<file path="config.mk">
export PLATFORM = sky130hd
export DESIGN_NAME = spi_bus_arbiter
export DESIGN_NICKNAME = d
export VERILOG_FILES = /design/src/rtl/spi_bus_arbiter_pkg.sv /design/src/rtl/spi_bus_arbiter_rr_arbiter.sv /design/src/rtl/spi_bus_arbiter.sv
export SDC_FILE = /design/constraint.sdc
export NUM_CORES = 1
export LEC_CHECK = 0
export ABC_AREA = 1
export ABC_CLOCK_PERIOD_IN_PS = 1700
export CAP_MARGIN = 20
export CELL_PAD_IN_SITES_DETAIL_PLACEMENT = 0
export CELL_PAD_IN_SITES_GLOBAL_PLACEMENT = 1
export CORE_ASPECT_RATIO = 0.75
export CORE_MARGIN = 2
export CORE_UTILIZATION = 35
export DETAILED_ROUTE_END_ITERATION = 16
export GPL_TIMING_DRIVEN = 0
export PLACE_DENSITY = 0.79
export SETUP_SLACK_MARGIN = 0.1
export SLEW_MARGIN = 10
export SYNTH_ARGS = -nofsm -noshare
export SYNTH_HDL_FRONTEND = slang
export SYNTH_SLANG_ARGS = --single-unit
</file>
<file path="constraint.sdc">
create_clock -name clock -period 1.7 [get_ports clock]
set_input_delay 0.34 -clock clock [delete_from_list [all_inputs] [get_ports clock]]
set_output_delay 0.34 -clock clock [all_outputs]
set_load 0.02 [all_outputs]
</file>
<file path="src/rtl/spi_bus_arbiter_pkg.sv">
// ---------------------------------------------------------------------------
// spi_bus_arbiter_pkg
//   Shared constants for the SPI bus arbiter:
//   - FSM state encodings (3 bits, legacy-compatible localparams)
//   - SPI mode constants (mode 0: CPOL=0, CPHA=0)
//   - default parameter values
//   - cnt_w(): counter width helper that never returns 0
// ---------------------------------------------------------------------------
package spi_bus_arbiter_pkg;

  localparam logic [2:0] ST_IDLE  = 3'd0;
  localparam logic [2:0] ST_SETUP = 3'd1;
  localparam logic [2:0] ST_SHIFT = 3'd2;
  localparam logic [2:0] ST_HOLD  = 3'd3;
  localparam logic [2:0] ST_GAP   = 3'd4;

  // SPI mode 0: clock idles low, data sampled on the rising edge.
  localparam logic SPI_CPOL = 1'b0;
  localparam logic SPI_CPHA = 1'b0;

  localparam int DEF_N_REQ   = 2;
  localparam int DEF_DATA_W  = 8;
  localparam int DEF_CLK_DIV = 2;
  localparam int DEF_CS_GAP  = 2;

  // Width able to hold 0..max_count-1; at least 1 so a count of 1 stays legal.
  function automatic int cnt_w(input int max_count);
    return (max_count > 1) ? $clog2(max_count) : 1;
  endfunction

endpackage

</file>
<file path="src/rtl/spi_bus_arbiter_rr_arbiter.sv">
// ---------------------------------------------------------------------------
// spi_bus_arbiter_rr_arbiter
//   Purely combinational round-robin pick. Scans requests starting at
//   i_rr_ptr+1 and wrapping, so the last winner has the lowest priority.
// Ports
//   i_req     N_REQ  level requests
//   i_rr_ptr  PTR_W  index of the previous winner
//   o_onehot  N_REQ  one-hot winner (0 when no request)
//   o_idx     PTR_W  binary index of the winner
//   o_any     1      at least one request present
// ---------------------------------------------------------------------------
module spi_bus_arbiter_rr_arbiter #(
  parameter int N_REQ = 2,
  parameter int PTR_W = 1
) (
  input  logic [N_REQ-1:0] i_req,
  input  logic [PTR_W-1:0] i_rr_ptr,
  output logic [N_REQ-1:0] o_onehot,
  output logic [PTR_W-1:0] o_idx,
  output logic             o_any
);

  always_comb begin
    o_onehot = '0;
    o_idx    = '0;
    o_any    = 1'b0;
    // Offset 1 first so the current owner is considered last.
    for (int k = 1; k <= N_REQ; k++) begin
      int idx;
      idx = int'(i_rr_ptr) + k;
      if (idx >= N_REQ) idx = idx - N_REQ;
      if (!o_any && i_req[idx]) begin
        o_any         = 1'b1;
        o_onehot[idx] = 1'b1;
        o_idx         = PTR_W'(idx);
      end
    end
  end

endmodule

</file>
<file path="src/rtl/spi_bus_arbiter.sv">
// ---------------------------------------------------------------------------
// spi_bus_arbiter
//   Shares one SPI slave bus between N_REQ on-chip requesters. Each grant
//   runs exactly one full-duplex DATA_W-bit frame, MSB first, SPI mode 0.
//   FSM: IDLE -> SETUP -> SHIFT -> HOLD -> GAP -> IDLE.
// Configuration
//   SPI_LOOPBACK_EN : internal MISO is taken from spi_mosi and spi_miso is
//                     ignored; pins and timing are unchanged.
// Ports
//   clock     in   system clock, posedge
//   reset     in   asynchronous, active-high
//   req       in   [N_REQ]         level request, held until matching done
//   tx_data   in   [N_REQ*DATA_W]  requester i byte at [i*DATA_W +: DATA_W]
//   grant     out  [N_REQ]         one-hot owner of current frame
//   done      out  [N_REQ]         1-cycle pulse to owner at frame end
//   rx_data   out  [DATA_W]        last captured MISO frame
//   busy      out  high whenever the FSM is not IDLE
//   spi_sclk  out  SPI clock (idle low)
//   spi_mosi  out  serial out
//   spi_miso  in   serial in
//   spi_cs_n  out  active-low chip select
//   dbg_state out  [3] current FSM state (ST_* encoding)
// Handshake: a requester holds req high until it sees its done bit; tx_data
// for that requester is captured on the edge grant rises and ignored after.
// ---------------------------------------------------------------------------
module spi_bus_arbiter
  import spi_bus_arbiter_pkg::*;
#(
  parameter int N_REQ   = DEF_N_REQ,
  parameter int DATA_W  = DEF_DATA_W,
  parameter int CLK_DIV = DEF_CLK_DIV,
  parameter int CS_GAP  = DEF_CS_GAP
) (
  input  logic                    clock,
  input  logic                    reset,
  input  logic [N_REQ-1:0]        req,
  input  logic [N_REQ*DATA_W-1:0] tx_data,
  output logic [N_REQ-1:0]        grant,
  output logic [N_REQ-1:0]        done,
  output logic [DATA_W-1:0]       rx_data,
  output logic                    busy,
  output logic                    spi_sclk,
  output logic                    spi_mosi,
  input  logic                    spi_miso,
  output logic                    spi_cs_n,
  output logic [2:0]              dbg_state
);

  localparam int PTR_W  = cnt_w(N_REQ);
  localparam int CNT_W  = cnt_w((CLK_DIV > CS_GAP) ? CLK_DIV : CS_GAP);
  localparam int HALF_W = cnt_w(2 * DATA_W);

  logic [2:0]        r_state;
  logic [PTR_W-1:0]  r_rr_ptr;
  logic [N_REQ-1:0]  r_grant;
  logic [N_REQ-1:0]  r_done;
  logic [DATA_W-1:0] r_rx_data;
  logic [DATA_W-1:0] r_shift;
  logic              r_sclk;
  logic              r_mosi;
  logic              r_cs_n;
  logic [CNT_W-1:0]  r_cnt;
  logic [HALF_W-1:0] r_half;

  logic [N_REQ-1:0]  w_onehot;
  logic [PTR_W-1:0]  w_idx;
  logic              w_any;
  logic [DATA_W-1:0] w_tx;
  logic              w_miso;
  logic              w_div_last;
  logic              w_gap_last;
  logic              w_half_last;

  spi_bus_arbiter_rr_arbiter #(
    .N_REQ (N_REQ),
    .PTR_W (PTR_W)
  ) u_rr_arbiter (
    .i_req    (req),
    .i_rr_ptr (r_rr_ptr),
    .o_onehot (w_onehot),
    .o_idx    (w_idx),
    .o_any    (w_any)
  );

  // Winner's transmit byte, selected by index compare rather than a multiply.
  always_comb begin
    w_tx = '0;
    for (int i = 0; i < N_REQ; i++) begin
      if (w_idx == PTR_W'(i)) w_tx = tx_data[i*DATA_W +: DATA_W];
    end
  end

`ifdef SPI_LOOPBACK_EN
  logic w_unused_miso;
  assign w_unused_miso = spi_miso;
  assign w_miso        = r_mosi;
`else
  assign w_miso = spi_miso;
`endif

  assign w_div_last  = (r_cnt == CNT_W'(CLK_DIV - 1));
  assign w_gap_last  = (r_cnt == CNT_W'(CS_GAP - 1));
  assign w_half_last = (r_half == HALF_W'(2 * DATA_W - 1));

  always_ff @(posedge clock or posedge reset) begin
    if (reset) begin
      r_state   <= ST_IDLE;
      r_rr_ptr  <= PTR_W'(N_REQ - 1);
      r_grant   <= '0;
      r_done    <= '0;
      r_rx_data <= '0;
      r_shift   <= '0;
      r_sclk    <= SPI_CPOL;
      r_mosi    <= 1'b0;
      r_cs_n    <= 1'b1;
      r_cnt     <= '0;
      r_half    <= '0;
    end else begin
      r_done <= '0;
      case (r_state)
        ST_IDLE: begin
          if (w_any) begin
            r_grant  <= w_onehot;
            r_rr_ptr <= w_idx;
            r_shift  <= w_tx;
            r_mosi   <= w_tx[DATA_W-1];
            r_cs_n   <= 1'b0;
            r_cnt    <= '0;
            r_half   <= '0;
            r_state  <= ST_SETUP;
          end
        end
        ST_SETUP: begin
          if (w_div_last) begin
            r_cnt   <= '0;
            r_state <= ST_SHIFT;
          end else begin
            r_cnt <= r_cnt + 1'b1;
          end
        end
        ST_SHIFT: begin
          if (w_div_last) begin
            r_cnt  <= '0;
            r_sclk <= ~r_sclk;
            r_half <= r_half + 1'b1;
            if (!r_sclk) begin
              // Rising edge: sample MISO into the LSB.
              r_shift <= {r_shift[DATA_W-2:0], w_miso};
            end else if (w_half_last) begin
              // Last falling edge: MOSI stays put, frame body is finished.
              r_state <= ST_HOLD;
            end else begin
              // Falling edge: the shift on the preceding rise already moved
              // the next outgoing bit into the MSB.
              r_mosi <= r_shift[DATA_W-1];
            end
          end else begin
            r_cnt <= r_cnt + 1'b1;
          end
        end
        ST_HOLD: begin
          if (w_div_last) begin
            r_cnt     <= '0;
            r_cs_n    <= 1'b1;
            r_grant   <= '0;
            r_done    <= r_grant;
            r_rx_data <= r_shift;
            r_state   <= ST_GAP;
          end else begin
            r_cnt <= r_cnt + 1'b1;
          end
        end
        ST_GAP: begin
          if (w_gap_last) begin
            r_cnt   <= '0;
            r_state <= ST_IDLE;
          end else begin
            r_cnt <= r_cnt + 1'b1;
          end
        end
        default: r_state <= ST_IDLE;
      endcase
    end
  end

  assign grant     = r_grant;
  assign done      = r_done;
  assign rx_data   = r_rx_data;
  assign busy      = (r_state != ST_IDLE);
  assign spi_sclk  = r_sclk;
  assign spi_mosi  = r_mosi;
  assign spi_cs_n  = r_cs_n;
  assign dbg_state = r_state;

endmodule

</file>
# == Yosys cells after proc, flatten, opt, wreduce, memory -nomap -nowiden ==
# Cells that the tools add are included.
# word_totals
ff_bits,32
latch_bits,0
ram_bits,0
rom_bits,0
inputBits,21
output_inout_bits,19
elab_cells,107
memories,0
# classes
n_addsub,6
multipliers,0
n_div,0
n_lt_le_gt_ge,6
n_eq_ne,14
shift,0
muxes,49
bitwise_logic,2
reduce_logical,19
# op_table
operator,n
greater-or-equal comparator 32 x 1 -> 1 bit (second input constant),2
greater-or-equal comparator 32 x 3 -> 1 bit (second input constant),2
< comparator 32 x 3 -> 1 bit (second input constant),2
2-to-1 mux 32 bit,2
subtractor 32 x 3 -> 32 bit (second input constant),2
2-to-1 mux 8 bit,4
2-to-1 mux 3 bit,7
2-to-1 mux 1 bit,19
!= test 2 bit (second input constant),8
one-hot mux 8 bit (2 select lines),1
one-hot mux 3 bit (5 select lines),1
2-to-1 mux 2 bit,6
2-to-1 mux 4 bit,2
one-hot mux 4 bit (2 select lines),1
AND reduction 2 bit,4
AND reduction 7 bit,1
equality test 3 x 2 -> 1 bit (second input constant),2
one-hot mux 1 bit (2 select lines),3
AND reduction 3 bit,2
nonzero test 2 bit,3
AND reduction 5 bit,1
adder 4 x 1 -> 4 bit (second input constant),1
equality test 4 bit (second input constant),1
one-hot mux 2 bit (2 select lines),1
15 further kinds,18

# == Logic depth before layout (Yosys ltp) ==
# Gate-level depths: netlist (run 1).
# logic_depth
ltp_word,13
depth_mapped,10
mapped_depth_nobuf,9

# == By module ==
# From an unflattened synthesis (run 1), not the netlist that was laid out.
# hier_totals
cells_unflattened,214
hier_area_um2,1655.3
# by_module_without_submodules
module,instances,cells_each,area_per_inst_um2,seq_area_each_um2
spi_bus_arbiter,1,207,1625.3,803.3
spi_bus_arbiter_rr_arbiter,1,7,30.0,0.0

# == Worst setup path before layout (run 1) ==
# OpenSTA, ideal clock, no wires.
# synth_path
path_type,register -> register
start,"register r_state[1], in the netlist dbg_state[1]"
end,register r_shift[0]
setup_time_ns,0.123
arrival_time_ns,1.320
t_required_ns,1.577
slack_ns,0.257
path_stages_with_launch,9
path_buffers,2
synth_period_minus_slack_ns,1.443
path_cell_list,dfrtp_1 > buf_6 > nor2_4 > nand2_2 > nand2_2 > nand3_4 > buf_12 > nand2_2 > o21ai_2
# synth_between
elab_chain_cells,3
elab_cells_between_ends,8
cone_classes,eq/ne: 4; mux: 1; reduce/logical: 3
# synth_rtl
item,line_no,text
from (decl),spi_bus_arbiter.sv:53,logic [2:0] r_state;
from (signal assigned),spi_bus_arbiter.sv:107,r_state <= ST_IDLE;
from (signal assigned),spi_bus_arbiter.sv:130,r_state <= ST_SETUP;
from (signal assigned),spi_bus_arbiter.sv:136,r_state <= ST_SHIFT;
equality test 3 x 2 -> 1 bit or zero test 3 bit (tied branches),spi_bus_arbiter.sv:120,case (r_state)
"!= test 2 bit (no source line), or another cell as far along",--,
AND reduction 4 bit (no source line),--,
to (signal assigned),spi_bus_arbiter.sv:125,r_shift <= w_tx;
to (signal assigned),spi_bus_arbiter.sv:148,"r_shift <= {r_shift[DATA_W-2:0], w_miso};"
to (decl),spi_bus_arbiter.sv:58,logic [DATA_W-1:0] r_shift;
# Several ways; a longest one is shown, not always the timed one.
# A chain may end at the register's enable or synchronous reset.

# == Worst setup path after layout (run 1) ==
# layout_path
start,"register r_rx_data[7], in the netlist rx_data[7]"
end,output rx_data[7]
# layout_rtl
item,line_no,text
from (decl),spi_bus_arbiter.sv:57,logic [DATA_W-1:0] r_rx_data;
from (signal assigned),spi_bus_arbiter.sv:167,r_rx_data <= r_shift;
to (decl),spi_bus_arbiter.sv:40,"output logic [DATA_W-1:0] rx_data,"
# No word-level cell between the ends.

==> reports/metrics.yaml, run 1 <==
cts_buffers: 5
cp_data_required_time_ns: 1.36
die_y_um: 65.94
wire_per_inst_um: 13.10
max_cap_violations: 0
rows: 22
grtUsageMet2: 0.2010
synth-main-ff-cell: "dfrtp_1"
dieArea_mm2: 0.005710
dr.pass1.iters: 4
finalCritPeriodShare: 0.9202
worstPathCellList: "clkdlybuf4s50_1"
antennaDiodeCount: 0
grt_overflow_total: 0
fin_skew_ns: 0.005600
final_antenna_net_count: 0
synth_top_area_share: 0.4193
slew_violations: 0
relSlewSlack: 0.6131
tightestPinTransition_ns: 0.5797
cp.arrival_ns: 1.22
powerDensity_mw_per_mm2: 615.5
dp_hpwl_um: 3044
async_flop_share: 1.000
clk_path_buf_depth: 2
syn_to_final_growth_pct: 33.61
gp_congestion: 0.8326
grt_pass1_vias: 1252
hold_violations: 0
worst_path_max_delay_cell: "clkdlybuf4s50_1"
met3_usage: 0.04120
yosysWarnings: 0
avgSynthCellArea_um2: 8.997
final_core_util: 0.4883
synth_edf_count: 0
nets: 268
drt-vias-per-instance: 4.713
grt-busiest-layer: "met1"
cts-root-buf: "clkbuf_8"
cts_setup_buffers: 0
first_iter_violations: 50
drc: 0
syn_inst: 199
max_freq_ghz: 0.6393
io_pins: 40
setup_viol: 0
synth_nets: 221
clk_latency_ns: 0.28
seq_area_frac_synth: 0.4486
yosys.cell_count.top_type: "nand2_1"
die_x_um: 86.59
cts_htree_levels: 2
antenna_found_initial: 0
grt_pass1_wl_um: 6299
path_max_fanout: 2
ys_seq_elements: 32
synthTopCellsByCount: "nand2_1 (49), dfrtp_1 (30), nand3_1 (28)"
status: "complete, no violations"
num_vias: 1447
hold_ws_ns: 0.4261
layout_min_cycle_time_ns: 1.564
netlist_area_mm2: 0.001790
grt_max_degree: 21
rsz0062_at_grt: "yes"
cts_tree: "done"
path_buf_inv: 1
netlist_top_cells_area: "dfrtp_1 (42%), nand2_1 (10%), nand3_1 (7.8%)"
grt_util_all_layers: 0.1462
synth.distinct_cells: 28
cts.clk_slew.worst_paths_ns: 0.07
hold_class: "primary input to async pin"
path_class: "flop to primary output"
cpPeakStageDelay_ns: 0.60
core_mm2: 0.004900
drive_gt1_frac: 0.2348
start_util: 0.3654
critPathCaptureType: "primary output"
path_delay_family: "buffers and inverters"
leakagePower_uw: 0.001236
drt_wl_total_um: 4023
place.port_buffers: 39
start_kind: "flop"
synth_top_area_cell: "dfrtp_1"
clock-sinks: 32
ir_worst_vdd_mv: 0.2491
use_met1: 0.2207
cts_hold_buf: 0
## layout make-up
| class | count | area [µm²] |
|---|---|---|
| plain buffers | 8 | 85.08 |
| clock buffers | 7 | 76.32 |
| clock inverters | 1 | 5.005 |
| fillers | 487 | 2507 |
| inverters | 18 | 67.56 |
| multi-input cells | 141 | 848.3 |
| flip-flops and latches | 32 | 803.3 |
| well taps | 60 | 75.07 |
| repair buffers | 40 | 431.7 |
## layout by cell type (no fill, tap or decap), drive strengths merged
cell,n
clkdlybuf4s50,26
dfrtp,30
inv,18
a21oi,2
mux2,7
nand4,3
o21ai,25
dlygate4sd2,3
nor2,12
nand2,57
buf,8
ha,1
xnor2,1
nand3,31
dfstp,2
clkbuf,9
clkinv,1
dlymetal6s2s,9
o22ai,1
xor2,1
## metrics by stage
stage | area [µm²] | total power (µW) | TNS [ns] | setup slack (ns) | instances
after floorplan | 1790 | 856.7 | 0 | 0.2570 | 199
after global placement | 2256 | 924.6 | -4.293 | -0.1179 | 298
after detailed placement | 2283 | 933.6 | -0.7685 | -0.09655 | 299
after CTS | 2356 | 1487 | 0 | 0.1040 | 307
after global routing | 2392 | 1534 | 0 | 0.09342 | 307
final | 2392 | 1472 | 0 | 0.1357 | 307
## registers in the layout, summed over array words and instances, names as in the netlist
| register | cells |
|---|---|
| rx_data | 8 |
| spi_sclk | 1 |
| grant | 2 |
| dbg_state | 3 |
| r_rr_ptr | 1 |
| spi_cs_n | 1 |
| done | 2 |
| spi_mosi | 1 |
| r_half | 4 |
| r_cnt | 1 |
| r_shift | 8 |
## path summary, 6_finish.rpt
| kind | slack (ns) | from | cells after the start | end |
|---|---|---|---|---|
| setup / recovery | 0.14 | rx_data[7] | 1 | rx_data[7] |
| max in group asynchronous | 0.69 | reset | 3 | r_rr_ptr |
| hold / removal | 0.43 | reset | 2 | rx_data[5] |
| hold reg to reg | 0.48 | spi_cs_n | 2 | spi_cs_n |
| min in group clock | 0.48 | spi_cs_n | 2 | spi_cs_n |
| setup reg to reg | 0.25 | r_rr_ptr | 8 | r_shift[1] |
## per-layer routing
metal	routed length (µm)	vias up
met1	2114	651
met2	1693	41
met3	188	2
li1	-	753
met5	0	-
met4	27	0
## cell families after synthesis
| kind of cell | after synthesis | share of synthesized area |
|---|---|---|
| muxes | 7 | 0.04822 |
| xor gates and xnor gates | 2 | 0.009785 |
| DFF | 32 | 0.4486 |
| AOI/OAI and AO/OA | 28 | 0.09784 |
| buffers and inverters | 26 | 0.08245 |
| adders and majority gates | 1 | 0.006987 |
| and+or+nand+nor | 103 | 0.3061 |
## repair_timing
item                       in CTS  in global routing
resized for setup               7                 12
setup endpoints to repair       4                 16
pin swaps                       0                  0
## where the power goes
part	switching, µW	total (µW)	internal [µW]
combinational	63.7	137	73.7
clock	266	553	287
sequential	8.39	782	774
(Power assumes the default switching activity.)
==> run 2, diff against run 1 <==
- CORE_UTILIZATION: 35 -> 37
- PLACE_DENSITY: 0.79 -> 0.82
==> run 2 against run 1 <==
Non-clock buffer count grew 1. Clock-buffer cell count shrank 1. Hold slack lost 0.11 ns. Cell area grew 0.78%. Global-route usage grew 1.2 points. Setup slack lost 0.0017 ns. Highest routed layer unchanged.
==> reports/metrics.yaml, run 2 (same netlist as run 1, synthesis figures left out) <==
status: "complete, no violations"
startpoint: "grant[0]"
rows: 21
core_mm2: 0.004546
layout_min_cycle_time_ns: 1.566
dp_slack_ns: -0.1142
multiInputGateArea_um2: 839.6
wire_per_inst_um: 13.07
final_common_cell: "nand2_1"
worst_path_max_delay_cell: "clkdlybuf4s50_1"
final_antenna_net_count: 0
start_kind: "flop"
path_delay_family: "buffers and inverters"
max_freq_ghz: 0.6386
layout.cells.non_filler: 305
io_pins: 40
critPathCaptureType: "primary output"
worstPathCellList: "clkdlybuf4s50_1"
hold_class: "primary input to async pin"
reg2reg_slack_ns: 0.24
syn_to_final_growth_pct: 34.66
cts-root-buf: "clkbuf_8"
slew_violations: 0
drc: 0
cts_htree_levels: 2
grt_util_all_layers: 0.1582
gp_congestion: 0.7919
total_power_uw: 1630
powerDensity_mw_per_mm2: 676.2
place.port_buffers: 39
first_iter_violations: 57
tns_ns: 0
path_buf_inv: 1
critPathCapture: "grant[0]"
cp.arrival_ns: 1.23
cpPeakStageDelay_ns: 0.60
grt_pass1_wl_um: 6762
leakagePower_uw: 0.001283
tightestPinTransition_ns: 0.3268
rsz0062_at_grt: "yes"
n_fill_cell: 428
grt_overflow_total: 0
cts_setup_buffers: 0
cp_num_cells: 1
cts_hold_buf: 0
finalCritPeriodShare: 0.9212
dr.pass1.iters: 4
path_class: "flop to primary output"
fin_ws_ns: 0.1340
cts_buffers: 5
drive_gt1_frac: 0.2460
drt-vias-per-instance: 4.800
start_util: 0.3939
path_max_fanout: 2
clk_latency_ns: 0.28
fin_skew_ns: 0.001679
die_x_um: 84.33
placed_cells: 297
ir_worst_vdd_mv: 0.4669
worst_r2r_endpoint: "r_shift[1]"
grt_pass1_vias: 1369
final_cell_mix: "nand2_1 (49), dfrtp_1 (29), nand3_1 (28), clkdlybuf4s50_1 (24), o21ai_0 (14)"
antennaDiodeCount: 0
hold_ws_ns: 0.3138
antenna_found_initial: 0
setup_viol: 0
r2r_cells: 8
dp_hpwl_um: 3089
die_y_um: 64.25
cp_data_required_time_ns: 1.36
drt_wl_total_um: 3985
cts_tree: "done"
relSlewSlack: 0.7819
num_vias: 1464
cts.clk_slew.worst_paths_ns: 0.07
max_cap_violations: 0
clock-sinks: 32
dieArea_mm2: 0.005417
grt_max_degree: 16
hold_violations: 0
r2r-start: "r_rr_ptr"
nets: 269
regArea_um2: 804.5
clk_path_buf_depth: 2
## run 2: worst min path at each step
| stage | from | endpoint | slack [ns] | cells past startpoint |
|---|---|---|---|---|
| after detailed placement | r_shift[6] | r_shift[6] | 0.47 | 2 |
| after global routing | reset | r_half[3] | 0.34 | 2 |
| after global placement | r_shift[6] | r_shift[6] | 0.47 | 2 |
| final | reset | done[0] | 0.31 | 2 |
| after floorplan | reset | dbg_state[0] | 0.45 | 1 |
| after CTS | reset | r_half[2] | 0.33 | 2 |
## run 2: metal layers
layer	up-vias	wire, µm	global-route usage	share of wire
li1	757	-	-	-
met1	669	2030	0.2286	0.51
met2	33	1735	0.2411	0.44
met3	5	180	0.03618	0.045
met4	0	39	0.03629	0.0098
met5	-	0	0	0
## run 2: report_power, final
group / switching [µW] / total (µW) / leakage [µW] / internal, µW
combinational: 61.5 / 134 / 0.000832 / 72.2
clock: 279 / 714 / 0.0000552 / 435
sequential: 8.66 / 782 / 0.000395 / 774
total: 350 / 1630 / 0.00128 / 1280
## run 2: cell type report
class                           count  area share
Buffer                              8     0.03425
Timing Repair Buffer               41      0.1816
Clock inverter                      2     0.01453
Inverter                           18     0.02802
Multi-Input combinational cell    141      0.3482
Sequential cell                    32      0.3337
Clock buffer                        6     0.03010
Tap cell                           57     0.02958
## run 2: stage by stage
step             util  area (µm²)
4_1_cts        0.5238        2381
6_report       0.5304        2411
2_1_floorplan       -        1790
3_5_place_dp   0.5021        2282
5_1_grt        0.5304        2411
3_3_place_gp   0.4955        2252
## run 2: repair_timing
item                                    4_1_cts  5_1_grt
endpoints found under the setup margin        5       16
resized for setup                             9       12
pin swaps                                     0        0
==> run 3, diff against run 2 <==
- PLACE_DENSITY: 0.82 -> 0.85
==> run 3 against run 2 <==
Register-to-register slack hardly changed. Critical endpoint is now rx_data[1]. Largest power group is now the clock network. Critical path type unchanged. First-iteration DRC count is 47% higher. Combinational power is 3% lower. Global-route usage is 0.37 points higher. Sequential power hardly changed. Maximum frequency is 0.47% higher.
==> reports/metrics.yaml, run 3 (same netlist as run 1, synthesis figures left out) <==
status: "complete, no violations"
tns_ns: 0
hold_class: "primary input to async pin"
cts.clk_slew.worst_paths_ns: 0.07
max_freq_ghz: 0.6416
worst_path_max_delay_cell: "clkdlybuf4s50_1"
antennaDiodeCount: 0
cts_tree: "done"
first_iter_violations: 84
drt_wl_total_um: 4067
cpPeakStageDelay_ns: 0.60
critPathCaptureType: "primary output"
multiInputGateArea_um2: 844.6
worstPathCellList: "clkdlybuf4s50_1"
startpoint: "rx_data[1]"
drc: 0
dr.pass1.iters: 4
clk_path_buf_depth: 2
cts_htree_levels: 2
die_y_um: 64.25
start_kind: "flop"
grt_util_all_layers: 0.1619
met3WireLength_um: 161
path_class: "flop to primary output"
clk_latency_ns: 0.28
final_antenna_net_count: 0
finalCritPeriodShare: 0.9169
powerDensity_mw_per_mm2: 707.8
cts-root-buf: "clkbuf_8"
r2r_cells: 7
setup_viol: 0
rsz0062_at_grt: "no"
grt_overflow_total: 0
final_core_util: 0.5323
path_buf_inv: 1
hold_violations: 0
wl_met2_um: 1738
final_cell_mix: "nand2_1 (49), dfrtp_1 (30), nand3_1 (28), clkdlybuf4s50_1 (22), o21ai_0 (14)"
syn_to_final_growth_pct: 35.15
ir_worst_vdd_mv: 0.3181
placed_cells: 296
relSlewSlack: 0.5213
layout.cells.non_filler: 304
die_x_um: 84.33
path_delay_family: "buffers and inverters"
dieArea_mm2: 0.005417
rows: 21
grt_pass1_vias: 1391
r2r-start: "r_rr_ptr"
nets: 268
cts_buffers: 5
regArea_um2: 803.3
tightestPinTransition_ns: 0.7173
fin_skew_ns: 0.006379
slew_violations: 0
reg2reg_slack_ns: 0.25
grt_pass1_wl_um: 6720
cp.arrival_ns: 1.22
max_cap_violations: 0
core_mm2: 0.004546
drive_gt1_frac: 0.2429
wire_per_inst_um: 13.38
grt_max_degree: 19
start_util: 0.3939
final_common_cell: "nand2_1"
cts_hold_buf: 0
gp_congestion: 0.7719
path_max_fanout: 2
num_vias: 1490
io_pins: 40
place.port_buffers: 39
worst_r2r_endpoint: "r_shift[3]"
layout_min_cycle_time_ns: 1.559
n_fill_cell: 434
leakagePower_uw: 0.001298
antenna_found_initial: 0
highest_layer: "met4"
dp_hpwl_um: 3027
clock-sinks: 32
drt-vias-per-instance: 4.901
met1_length_um: 2101
cp_data_required_time_ns: 1.36
==> run 3: worst max-delay path by stage <==
stage,cells after the start,to
6_report,1,rx_data[1]
3_3_place_gp,2,r_half[3]
2_1_floorplan,8,r_shift[0]
3_5_place_dp,8,r_shift[3]
4_1_cts,1,rx_data[7]
5_1_grt,8,grant[1]
==> run 3: area by class of cell <==
type / count / area share
plain buffers: 8 / 0.03413
clock buffers: 7 / 0.03981
clock inverters: 1 / 0.01241
inverters: 18 / 0.02792
multi-input cells: 141 / 0.3490
flip-flops and latches: 32 / 0.3320
well taps: 57 / 0.02947
repair buffers: 40 / 0.1753
==> run 3: metrics by stage <==
stage / hold slack (ns) / setup slack (ns) / power (µW) / cell area, µm²
6_report: 0.4785 / 0.1413 / 1713 / 2420
5_1_grt: 0.5039 / 0.1054 / 1777 / 2420
4_1_cts: 0.4792 / 0.1026 / 1728 / 2382
3_5_place_dp: 0.4697 / -0.09743 / 930.4 / 2267
3_3_place_gp: 0.4679 / -0.1082 / 924.5 / 2252
2_1_floorplan: 0.4547 / 0.2570 / 856.7 / 1790
==> run 3: power breakdown <==
part | total (µW) | leakage, µW | switching [µW] | internal, µW
logic | 130 | 0.000837 | 62.1 | 67.9
clock network | 799 | 0.0000645 | 282 | 517
registers | 784 | 0.000397 | 9.99 | 774
total | 1710 | 0.00130 | 354 | 1360
==> run 3: what timing repair did <==
action	4_1_cts	5_1_grt
setup endpoints to repair	6	13
gates cloned	0	0
resized for setup	9	14
setup buffers	0	0
==> run 3: routing by layer <==
layer  GRT usage  vias to the layer above
met3     0.04134                        5
met2      0.2351                       26
met5           0                        -
li1            -                      752
met1      0.2265                      707
met4     0.07258                        0
==> edit 1 (flow settings as in run 2) <==
Change the package constant `DEF_CLK_DIV` from 2 to 1.
--- a/src/rtl/spi_bus_arbiter_pkg.sv
+++ b/src/rtl/spi_bus_arbiter_pkg.sv
@@ -22,3 +22,3 @@
   localparam int DEF_DATA_W  = 8;
-  localparam int DEF_CLK_DIV = 2;
+  localparam int DEF_CLK_DIV = 1;
   localparam int DEF_CS_GAP  = 2;
Check against the original RTL: not equivalent (Yosys sat finds a counterexample within 4 cycles, from zero or initial values and one cycle with reset high).
==> edit 1 against run 2 <==
- critical path depth unchanged
- synthesized area is 3.4% lower
- maximum frequency hardly changed
- setup slack is essentially flat
- global-route usage grew 0.14 points
- final cell count rose by 9.2%
- synthesized cell count is 9.0% higher
- register-to-register slack lost 0.09 ns
- cell area is 2.8% higher
- worst hold slack improved by 0.15 ns
- wire length up 0.98%
- sequential cell count stayed put
- highest routed layer unchanged
Power is not compared: it rests on default switching activity, and its combinational part moved more than twofold at a synthesized area within 25%.
==> edit 1: results (changes against run 2) <==
metric;value;unit;change
synthTopCellsByArea;dfrtp_1 43%, nand2_1 16%, nand3_1 11%;;
track_usage;16.0;%;+0.14 points
yosys_most_used_dff;dfrtp_1;;
fill_cells;429;;+0.23%
synth_fa_ha_area_share;0.723;%;+0.024 points
synth_compound_area_share;9.62;%;-0.17 points
place_congestion;0.834;;+5.3%
nets;297;;+10%
cts_resized;10;;+1
hold_class;reg2reg;;
r2r_end;rx_data[2]$_DFFE_PP0P_;;
worst_pin_slew;0.743;ns;+0.417 ns
io_buffers;39;;unchanged
finClkSkew;0.00462;ns;+0.00294 ns
drt_iter0_drc;96;;+68%
firstDrtPassIters;4;;unchanged
place_hpwl;2920;µm;-5.4%
drt-total-wl;4020;µm;+0.98%
crit_start;rx_data[3]$_DFFE_PP0P_;;
endpoint;rx_data[3];;
vias_per_cell;4.74;;-1.3%
synth-xor-area-share;0.506;%;-0.47 points
run_status;completed;;
synth_cell_type_count;23;;-18%
synthMuxAreaShare;0;%;-4.8 points
ff2ff_setup_slack;0.15;ns;-0.09 ns
grt_max_degree;18;;+2
grt_pass1_vias;1423;;+3.9%
grt_pass1_wl;6760;µm;-0.10%
synthTopCellsByCount;74 x nand2_1, 38 x nand3_1, 30 x dfrtp_1, 14 x o21ai_0, 13 x inv_1;;
rr_startpoint;dbg_state[2]$_DFFE_PP0P_;;
syn-num-nets;239;;+8.1%
ir_drop;0.935;mV;
holdPathStages;2;;
drive_above_1_share;21.7;%;-2.9 points
==> edit 1: cell types whose count changed in the layout (fill, tap and decap cells not counted), moves of 3 or more <==
cell,run 2,this run
nand2_2,6,3
buf_4,1,11
mux2_2,5,0
nand3_1,28,38
dlymetal6s2s_1,10,7
buf_6,4,0
nand2_1,49,72
==> edit 1: stage by stage <==
| stage | std cells | TNS, ns | worst slack, ns | area (µm²) |
|---|---|---|---|---|
| floorplan | 217 | 0 | 0.153 | 1730 |
| global placement | 313 | -5.53 | -0.202 | 2190 |
| detailed placement | 314 | -1.55 | -0.226 | 2220 |
| CTS | 322 | 0 | 0.00742 | 2340 |
| global route | 333 | 0 | 0.0337 | 2480 |
| finish | 333 | 0 | 0.134 | 2480 |
==> edit 1: worst min path at each step <==
stage	from	to	slack, ns
2_1_floorplan	reset	dbg_state[0]$_DFFE_PP0P_	0.45
3_3_place_gp	rx_data[1]$_DFFE_PP0P_	rx_data[1]$_DFFE_PP0P_	0.46
3_5_place_dp	rx_data[1]$_DFFE_PP0P_	rx_data[1]$_DFFE_PP0P_	0.46
4_1_cts	rx_data[1]$_DFFE_PP0P_	rx_data[1]$_DFFE_PP0P_	0.47
5_1_grt	spi_cs_n$_DFFE_PP1P_	spi_cs_n$_DFFE_PP1P_	0.49
6_report	rx_data[1]$_DFFE_PP0P_	rx_data[1]$_DFFE_PP0P_	0.47
==> edit 1: area by class of cell <==
class / count / share of cell area, %
Multi-Input combinational cell: 160 / 33.7
Sequential cell: 32 / 32.6
Timing Repair Buffer: 51 / 21.1
Clock buffer: 7 / 3.89
Inverter: 19 / 2.88
Tap cell: 57 / 2.88
Buffer: 6 / 1.82
Clock inverter: 1 / 1.21
==> edit 1: power groups by stage <==
| stage | clock [mW] | sequential, mW | combinational [mW] |
|---|---|---|---|
| 2_1_floorplan | 0 | 1.55 | 1.37 |
| 3_3_place_gp | 0 | 1.41 | 2.25 |
| 3_5_place_dp | 0 | 1.40 | 2.28 |
| 4_1_cts | 0.810 | 1.40 | 2.24 |
| 5_1_grt | 0.842 | 1.43 | 2.82 |
| 6_report | 0.800 | 1.37 | 2.57 |
==> edit 1: routing by layer <==
metal,share of wire [%],routed length (µm),global-route usage (%),vias to the layer above
met3,5.4,216,3.54,4
li1,-,-,-,821
met1,53,2140,24.2,705
met5,0,0,0,-
met4,0.84,34,3.69,0
met2,41,1630,23.1,47
==> edit 1: logic make-up (layout without fill, tap and decap cells) <==
group,after synthesis,in the layout
DFF,32,32
AOI/OAI and AO/OA,26,26
buffers and inverters,25,84
xor gates and xnor gates,1,1
adders and majority gates,1,1
and+or+nand+nor,132,132
==> edit 2 (flow settings as in run 2) <==
Made on the original files. Reset style: synchronous (`reset`), changed in one clocked block. Comments in the files are not updated.
--- a/src/rtl/spi_bus_arbiter.sv
+++ b/src/rtl/spi_bus_arbiter.sv
@@ -104,3 +104,3 @@
 
-  always_ff @(posedge clock or posedge reset) begin
+  always_ff @(posedge clock) begin
     if (reset) begin
Function: differs if reset is asserted again (counterexample within 4 cycles, from zero or initial values and one cycle with reset high); with reset held inactive, the same outputs for 10 cycles.
==> edit 2 against run 2 <==
- synthesized area is 13% lower
- global-route usage grew 3.8 points
- wire length up 2.9%
- critical path depth did not move
- sequential cell count is the same
- worst hold slack improved by 0.15 ns
- count of clock-buffer cells in the layout unchanged
- non-clock buffer count fell by 1
- cell area down 10%
- setup slack worse by 0.0094 ns
- maximum frequency fell by 0.60%
- highest routed layer unchanged
Power is not compared: it rests on default switching activity, and its combinational part moved more than twofold at a synthesized area within 25%.
==> edit 2: results (changes against run 2) <==
metric;value;unit;change
arrival;1.24;ns;
cts-buffers-inserted;5;;unchanged
drt_iter0_drc;120;;+110%
postSynth.asyncResetShare;0;%;-100 points
crit_path_max_incr_delay;0.61;ns;
place_area;0.00202;mm²;-11%
p_leak;1.08;nW;
met3_usage;4.83;%;+1.2 points
antenna_found_initial;0;;unchanged
syn_avg_cell_area;6.80;µm²;-24%
cts_htree_levels;2;;unchanged
nets;300;;+12%
power_frac_comb;48.7;%;
grt_pass1_vias;1481;;+8.2%
grt_pass1_wl;7070;µm;+4.6%
vias;1563;;+6.8%
place_congestion;0.807;;+1.9%
yosysSeqAreaShare;41.0;%;-3.9 points
grt_max_degree;11;;-5
dp_cells;324;;+9.1%
io_buffers;39;;unchanged
worst-path-max-fanout;2;;unchanged
yosysWarningCount;0;;unchanged
critPathSlowestCell;clkdlybuf4s50_1;;
firstDrtPassIters;4;;unchanged
cp_top_family;buffers and inverters;;
finClkSkew;0.00621;ns;+0.00453 ns
met2_usage;26.2;%;+2.0 points
drive_above_1_share;11.8;%;-13 points
place_hpwl;3010;µm;-2.5%
cts.clk_slew.worst_paths;0.07;ns;about the same
track_usage;19.6;%;+3.8 points
drt-total-wl;4100;µm;+2.9%
pre_cts_ws;-0.297;ns;-0.183 ns
synthTopCellsByArea;dfxtp_1 41%, nand2_1 16%, a21oi_1 7.4%;;
syn-num-nets;252;;+14%
synthTopCellsByCount;68 x nand2_1, 32 x dfxtp_1, 26 x nor2_1, 23 x a21oi_1, 22 x inv_1;;
diodes;0;;unchanged
sw_frac_of_total;41.7;%;
cts-root-buf;clkbuf_8;;
use_met1;29.4;%;+6.5 points
synth_cell_type_count;23;;-18%
combinationalPower;1.66;mW;
ir_drop;0.657;mV;
clockBufferDepth;2;;unchanged
seq_power;1.04;mW;
worstSkewPairLatency;0.28;ns;about the same
hold_class;reg2reg;;
run_status;completed;;
vias_per_cell;4.68;;-2.5%
worst_pin_slew;0.418;ns;+0.0907 ns
[edit 2: cell types whose count changed after synthesis, moves of 9 or more]
| cell | delta |
|---|---|
| a21oi_1 | +21 |
| dfrtp_1 | -30 |
| dfxtp_1 | +32 |
| inv_1 | +10 |
| nand2_1 | +19 |
| nand3_1 | -11 |
| nor2_1 | +20 |
| o21ai_2 | -9 |
[edit 2: area by class of cell]
class	instances	area, µm²
fill	415	1880
sequential	32	644
timing repair buffer	41	409
tap	55	68.8
buffer	7	62.6
clock inverter	2	35.0
clock buffer	6	72.6
multi-input combinational	166	782
inverter	25	96.3
[edit 2: what timing repair did]
| item | 4_1_cts | 5_1_grt |
|---|---|---|
| resized for setup | 10 | 21 |
| setup endpoints to repair | 13 | 29 |
| setup buffers | 1 | 1 |
| pin swaps | 1 | 1 |
[edit 2: logic make-up (layout without fill, tap and decap cells)]
kind of cell / count (synthesis) / after routing / synth area share [%]
xor+xnor: 2 / 2 / 1.12
compound gates: 43 / 43 / 14.3
flops: 32 / 32 / 41.0
buf+inv: 32 / 81 / 9.36
simple gates: 120 / 120 / 33.4
fa+ha+maj: 1 / 1 / 0.800
[edit 2: path summary, 6_finish.rpt]
check | cells past startpoint | from | slack [ns] | end
max | 1 | rx_data[6]$_SDFFE_PP0P_ | 0.12 | rx_data[6]
min | 2 | r_cnt$_SDFFE_PP0P_ | 0.46 | r_cnt$_SDFFE_PP0P_
max reg2reg | 7 | dbg_state[2]$_SDFFE_PP0P_ | 0.14 | r_shift[4]$_SDFFE_PP0P_
min reg2reg | 2 | r_cnt$_SDFFE_PP0P_ | 0.46 | r_cnt$_SDFFE_PP0P_
[edit 2: routing by layer]
layer	share of wire, %	routed length, µm	up-vias
met4	1.3	53	0
met1	53	2190	685
li1	-	-	829
met2	38	1560	45
met3	7.4	304	4
met5	0	0	-
